==> config.mk <==
export PLATFORM = sky130hd
export DESIGN_NAME = csr_op_unit
export DESIGN_NICKNAME = d
export VERILOG_FILES = /design/src/rtl/csr_op_unit.sv
export SDC_FILE = /design/constraint.sdc
export NUM_CORES = 1
export LEC_CHECK = 0
export BUFFER_PORTS_ARGS = -buffer_cell sky130_fd_sc_hd__buf_4
export CORE_ASPECT_RATIO = 0.7
export CORE_MARGIN = 2
export CORE_UTILIZATION = 49
export DETAILED_ROUTE_END_ITERATION = 12
export PLACE_DENSITY_LB_ADDON = 0.05
export SKIP_LAST_GASP = 1
export SLEW_MARGIN = 0
export SYNTH_ARGS = -nofsm -noshare
export SYNTH_HDL_FRONTEND = slang
export SYNTH_SLANG_ARGS = --single-unit
==> constraint.sdc <==
create_clock -name phi2 -period 2.04 [get_ports phi2]
set_input_delay 0.102 -clock phi2 [delete_from_list [all_inputs] [get_ports phi2]]
set_output_delay 0.102 -clock phi2 [all_outputs]
set_load 0.01 [all_outputs]
==> src/rtl/csr_op_unit.sv <==
// Zicsr sequencer between execute and the CSR file: reads the CSR, conditionally
// writes the modified value, and returns the old value for rd or flags a fault.
//
// state | meaning
// IDLE  | waiting for start; all strobes low
// READ  | csr_read high, old value captured at the edge, access checks evaluated
// WRITE | csr_write high (unless killed) with the computed write data
// DONE  | one-cycle completion pulse carrying result and rd write-back
// FAULT | one-cycle illegal-instruction pulse; no write was issued
module csr_op_unit #(
  parameter int XLEN = 64
) (
  input  logic            phi2,
  input  logic            rst,
  input  logic            start,
  input  logic [2:0]      funct3,
  input  logic [11:0]     csr_num,
  input  logic [4:0]      src_idx,
  input  logic [XLEN-1:0] rs1_val,
  input  logic [4:0]      rd_idx,
  input  logic            kill,
  output logic            busy,
  output logic            done,
  output logic            rd_we,
  output logic [4:0]      rd_addr,
  output logic [XLEN-1:0] result,
  output logic            illegal,
  output logic [11:0]     csr_addr,
  output logic            csr_read,
  output logic            csr_write,
  output logic [XLEN-1:0] csr_wdata,
  input  logic [XLEN-1:0] csr_rdata,
  input  logic            csr_invalid
);

  typedef enum logic [2:0] {
    IDLE  = 3'd0,
    READ  = 3'd1,
    WRITE = 3'd2,
    DONE  = 3'd3,
    FAULT = 3'd4
  } state_t;

  state_t state, state_nxt;

  // Only the op kind (RW/RS/RC) is kept; funct3[2] is consumed when the operand is picked.
  logic [1:0]      op_q;
  logic [11:0]     csr_q;
  logic [4:0]      src_q;
  logic [4:0]      rd_q;
  logic [XLEN-1:0] opnd_q;
  logic [XLEN-1:0] old_q;

  logic            accept;
  logic            do_write;
  logic [XLEN-1:0] wdata_calc;

  assign accept = (state == IDLE) && start && !kill;

  // Set/clear forms with a zero source index are pure reads, whatever rs1 holds.
  assign do_write = (op_q == 2'b01) || (src_q != 5'd0);

  always_comb begin
    case (op_q)
      2'b10:   wdata_calc = old_q | opnd_q;
      2'b11:   wdata_calc = old_q & ~opnd_q;
      default: wdata_calc = opnd_q;
    endcase
  end

  always_ff @(posedge phi2 or negedge rst) begin
    if (!rst) begin
      state  <= IDLE;
      op_q   <= 2'b00;
      csr_q  <= 12'd0;
      src_q  <= 5'd0;
      rd_q   <= 5'd0;
      opnd_q <= '0;
      old_q  <= '0;
    end else begin
      state <= state_nxt;
      if (accept) begin
        op_q   <= funct3[1:0];
        csr_q  <= csr_num;
        src_q  <= src_idx;
        rd_q   <= rd_idx;
        opnd_q <= funct3[2] ? {{(XLEN-5){1'b0}}, src_idx} : rs1_val;
      end
      if (state == READ) begin
        old_q <= csr_rdata;
      end
    end
  end

  always_comb begin
    state_nxt = state;
    busy      = (state != IDLE);
    done      = 1'b0;
    illegal   = 1'b0;
    rd_we     = 1'b0;
    rd_addr   = 5'd0;
    result    = '0;
    csr_addr  = 12'd0;
    csr_read  = 1'b0;
    csr_write = 1'b0;
    csr_wdata = '0;
    case (state)
      IDLE: begin
        if (accept) begin
          state_nxt = (funct3[1:0] == 2'b00) ? FAULT : READ;
        end
      end
      READ: begin
        csr_read = 1'b1;
        csr_addr = csr_q;
        if (kill) begin
          state_nxt = IDLE;
        end else if (csr_invalid || (do_write && (csr_q[11:10] == 2'b11))) begin
          state_nxt = FAULT;
        end else begin
          state_nxt = do_write ? WRITE : DONE;
        end
      end
      WRITE: begin
        csr_addr  = csr_q;
        csr_wdata = wdata_calc;
        // kill gates the strobe combinationally so a flushed op never commits.
        csr_write = !kill;
        state_nxt = kill ? IDLE : DONE;
      end
      DONE: begin
        done      = 1'b1;
        result    = old_q;
        rd_addr   = rd_q;
        rd_we     = (rd_q != 5'd0);
        state_nxt = IDLE;
      end
      FAULT: begin
        illegal   = 1'b1;
        state_nxt = IDLE;
      end
      default: state_nxt = IDLE;
    endcase
  end

endmodule

Word level (Yosys, flattened, before mapping)
Cells that the tools add are included.
{ "totals": {"ff_bits": 155, "in_bits": 158, "out_inout_bits": 151, "elab_cells": 49} }
{ "classes": {"n_eq_ne": 9, "muxes": 18, "bitwise": 3, "reduce_logical": 12} }
{ "ops": {"columns": ["cell", "n"], "rows": [
  ["$mux 64", 3],
  ["$pmux 64 s2", 1],
  ["$and 64x64->64", 1],
  ["$not 64->64", 1],
  ["$or 64x64->64", 1],
  ["$mux 12", 1],
  ["$mux 3", 4],
  ["$reduce_bool 5->1", 2],
  ["$pmux 3 s3", 1],
  ["$eq 2x2->1 const B", 3],
  ["$eq 3x2->1 const B", 2],
  ["$mux 1", 6],
  ["$mux 5", 1],
  ["$eq 3x1->1 const B", 1],
  ["$eq 3x3->1 const B", 1],
  ["$logic_and 1x1->1", 3],
  ["$logic_not 3->1", 1],
  ["$reduce_bool 3->1", 1],
  ["$eq 2x1->1 const B", 1],
  ["$logic_not 2->1", 1],
  ["$logic_or 1x1->1", 2],
  ["$mux 2", 1],
  ["$ne 2x2->1 const B", 1],
  ["$reduce_or 2->1", 1],
  ["$logic_not 1->1", 1]
]} }

Longest topological paths before layout
{ "logic_depth": {"depth_word": 7, "ltp_mapped": 6} }

Least setup slack after synthesis
OpenSTA, ideal clock, no wires.
{ "synth_path": {"path_kind": "register to register", "startpoint": "register state[0]", "endpoint": "register opnd_q[51]", "setup_time_ns": 0.135, "arrival_time_ns": 1.357, "t_required_ns": 1.905, "path_slack_ns": 0.548, "path_stages_with_launch": 7, "period_less_slack_ns": 1.492, "cell_sequence": "dfrtp_1 nor3_1 nand3b_2 buf_2 buf_2 nand2_1 o21ai_0"} }
{ "synth_between": {"elab_chain_cells": 3} }
{ "synth_rtl": {"columns": ["element", "line_no", "rtl"], "rows": [
  ["start: declaration", "44", "state_t state, state_nxt;"],
  ["start signal: assignment", "81", "state <= state_nxt;"],
  ["$logic_not 3->1", "58", "assign accept = (state == IDLE) && start && !kill;"],
  ["$logic_and 1x1->1 (2 in series)", "58", null],
  ["end signal: assignment", "87", "opnd_q <= funct3[2] ? {{(XLEN-5){1'b0}}, src_idx} : rs1_val;"],
  ["end: declaration", "51", "logic [XLEN-1:0] opnd_q;"]
]} }
No other way between the ends.
A chain may end at the register's enable or synchronous reset.

Worst setup path after layout
{ "layout_path": {"startpoint": "register state[1]", "endpoint": "output port csr_read"} }
{ "layout_between": {"elab_chain_cells": 2} }
{ "layout_rtl": {"columns": ["element", "line_no", "rtl"], "rows": [
  ["$eq 3x1->1", "107", "case (state)"],
  ["$mux 1", "107", null],
  ["end: declaration", "29", "output logic csr_read,"]
]} }
No other way between the ends.

==> results_dict.tcl <==
set metrics [dict create \
    outcome "finished clean" \
    final_cell_area_mm2 0.0125 \
    async_flop_share 1.00 \
    setup_viol 0 \
    dieArea_mm2 0.0171 \
    hpwlAfterDp_um 16100 \
    netlist_area_mm2 0.00785 \
    cts_buffers 17 \
    timing.hold.ws_ps 26.5 \
    ios 309 \
    powerDensity_mw_per_mm2 1100 \
    finalHoldViolations 0 \
    leakage_nw 6.35 \
    antenna_found_initial 1 \
    viasPerCell 5.01 \
    internal_power_mw 8.37 \
    clock_path_buffers 2 \
    hold_path.class "in -> reg" \
    synthesis.nets 1155 \
    grt_pass1_wl_um 41300 \
    syn_inst 997 \
    fin_crit_sh 0.972 \
    cts_tree "done" \
    crit_arrival_ps 1880 \
    overflow 0 \
    startpoint_type "flop" \
    gp_congestion 0.824 \
    die_w_um 155 \
    fin_worst_skew_ps 11.5 \
    clock-sinks 155 \
    instances_no_fill 1644 \
    io_buffers 308 \
    drtIter0Drc 525 \
    cp_max_fo 12 \
    rsz0062_at_grt "true" \
    synth-edff-count 0 \
    drive_gt1_frac 0.270 \
    post_cts_buffers 0 \
    fmax_mhz 505 \
    nets 1588 \
    swShare 0.392 \
    p_switching_mw 5.39 \
    ys_warn_count 0 \
    wl_per_cell_um 15.9 \
    ys_ff_latch 155 \
    worstMarginPinSlew_ps 585 \
    layout_common_cells "nand2_1 (321), buf_4 (313), dfrtp_1 (154), dlygate4sd3_1 (154), nor2_1 (132)" \
    period_minus_slack_ps 1980 \
    core_area_mm2 0.0156 \
    endpoint_kind "primary output" \
    comb_power_share 0.370 \
    ant_nets 0 \
    slew_headroom 0.610 \
    ys_seq_area_frac 0.494 \
    insertion_delay_ps 420 \
    dr.pass1.iters 4 \
    dpl_cell_area_mm2 0.0104 \
    area_delta_synth_final_pct 59.6 \
    synth_ff_type "dfrtp_1" \
    route.detailed.drc 0 \
    drt_wl_total_um 26100 \
    fillCellCount 1033 \
    final_common_cell "nand2_1" \
    worstPathRequired_ps 1940 \
    grt_pass1_vias 8069 \
    num_rows 38 \
    ir_drop_uv 622 \
    die_h_um 110 \
    slew_violations 0 \
    start_util 0.503 \
    grt_max_degree 107 \
    htree_levels 4 \
    clockRootBuffer "clkbuf_16" \
    vias 8232 \
    grt_usage 0.308 \
    cap_viol_max_count 0 \
    synth_cell_types 30 \
    worstSetupPathType "reg -> out" \
    dpl.cell_count 1457 \
    clkPwrFrac 0.222 \
    path_clk_slew_ps 70 \
    tns_ps 0 \
    pwr-share-seq 0.407 \
    avgSynthCellArea_um2 7.87 \
]
per-layer routing:
layer | routed length, µm | share of wire | vias to the layer above | GRT usage
li1 | - | - | 4023 | -
met1 | 11000 | 0.42 | 3819 | 0.398
met2 | 12700 | 0.49 | 345 | 0.526
met3 | 1810 | 0.070 | 45 | 0.0635
met4 | 553 | 0.021 | 0 | 0.106
met5 | 0 | 0 | - | 0
worst max-delay path, stage by stage (launching register included):
cell and delay (ps):
dfrtp_1 450, or3b_2 540, inv_2 150, buf_6 180
buf_4 130
layout make-up:
cell class,instances,area (µm²),share of cell area
clock inverters,15,130,0.0104
repair buffers,480,4120,0.329
diodes,1,2.50,0.000200
clock buffers,17,425,0.0340
multi-input cells,773,3710,0.296
flip-flops and latches,155,3880,0.310
inverters,3,11.3,0.000899
well taps,200,250,0.0200
timing repair:
item	4_1_cts	5_1_grt
hold endpoints to repair	202	0
resized for setup	0	4
endpoints found under the setup margin	0	13
hold buffers	154	0
path summary, 6_finish.rpt:
| path | slack (ps) | endpoint | depth (start not counted) | startpoint |
|---|---|---|---|---|
| max | 60 | csr_read | 4 | state[1]$_DFFE_PN0P_ |
| min | 30 | opnd_q[4]$_DFFE_PN0P_ | 3 | rs1_val[4] |
| max reg2reg | 200 | src_q[0]$_DFFE_PN0P_ | 4 | state[0]$_DFFE_PN0P_ |
| min reg2reg | 500 | old_q[60]$_DFFE_PN0P_ | 2 | old_q[60]$_DFFE_PN0P_ |
| max in group asynchronous | 1140 | old_q[45]$_DFFE_PN0P_ | 3 | rst |
| min in group asynchronous | 180 | csr_q[2]$_DFFE_PN0P_ | 2 | rst |
kinds of logic (layout without fill, tap and decap cells):
logic type,after synthesis,after routing,share of synthesized area
simple gates,608,608,0.341
flops,155,155,0.494
other cells,0,1,0
xor+xnor,1,1,0.00112
buf+inv,69,515,0.0356
compound gates,135,135,0.0872
mux,29,29,0.0408
cell usage after synthesis, types with 2 or more instances:
library cell / n / area share
a21oi_1: 65 / 0.041
and2_1: 81 / 0.065
buf_1: 6 / 0.0029
buf_2: 16 / 0.010
clkbuf_1: 44 / 0.021
dfrtp_1: 155 / 0.49
inv_1: 3 / 0.0014
mux2_2: 24 / 0.034
mux2i_1: 5 / 0.0064
nand2_1: 323 / 0.15
nand2b_1: 60 / 0.048
nor2_1: 132 / 0.063
o21ai_0: 63 / 0.040
o21ai_1: 3 / 0.0019
or3_1: 2 / 0.0016
power by group through the flow:
stage | Sequential (mW) | Combinational (mW) | Clock, mW
6_report | 5.61 | 5.10 | 3.06
5_1_grt | 5.78 | 5.76 | 3.22
4_1_cts | 5.53 | 5.04 | 3.10
3_5_place_dp | 5.56 | 4.75 | 0
3_3_place_gp | 5.53 | 4.60 | 0
2_1_floorplan | 5.23 | 3.20 | 0
through the flow:
| step | worst slack (ps) | power [mW] | util |
|---|---|---|---|
| after floorplan | 548 | 8.44 | - |
| after global placement | 360 | 10.1 | 0.668 |
| after detailed placement | 270 | 10.3 | 0.668 |
| after CTS | 3.25 | 13.7 | 0.802 |
| after global routing | -21.2 | 14.8 | 0.803 |
| final | 57.9 | 13.8 | 0.803 |
sequential cells by signal, summed over array words and instances, names as in the netlist:
register and flops:
op_q 2, csr_q 12, rd_q 5, src_q 5
opnd_q 64, state 3, old_q 64
No activity file was read; power rests on OpenSTA's default activity.
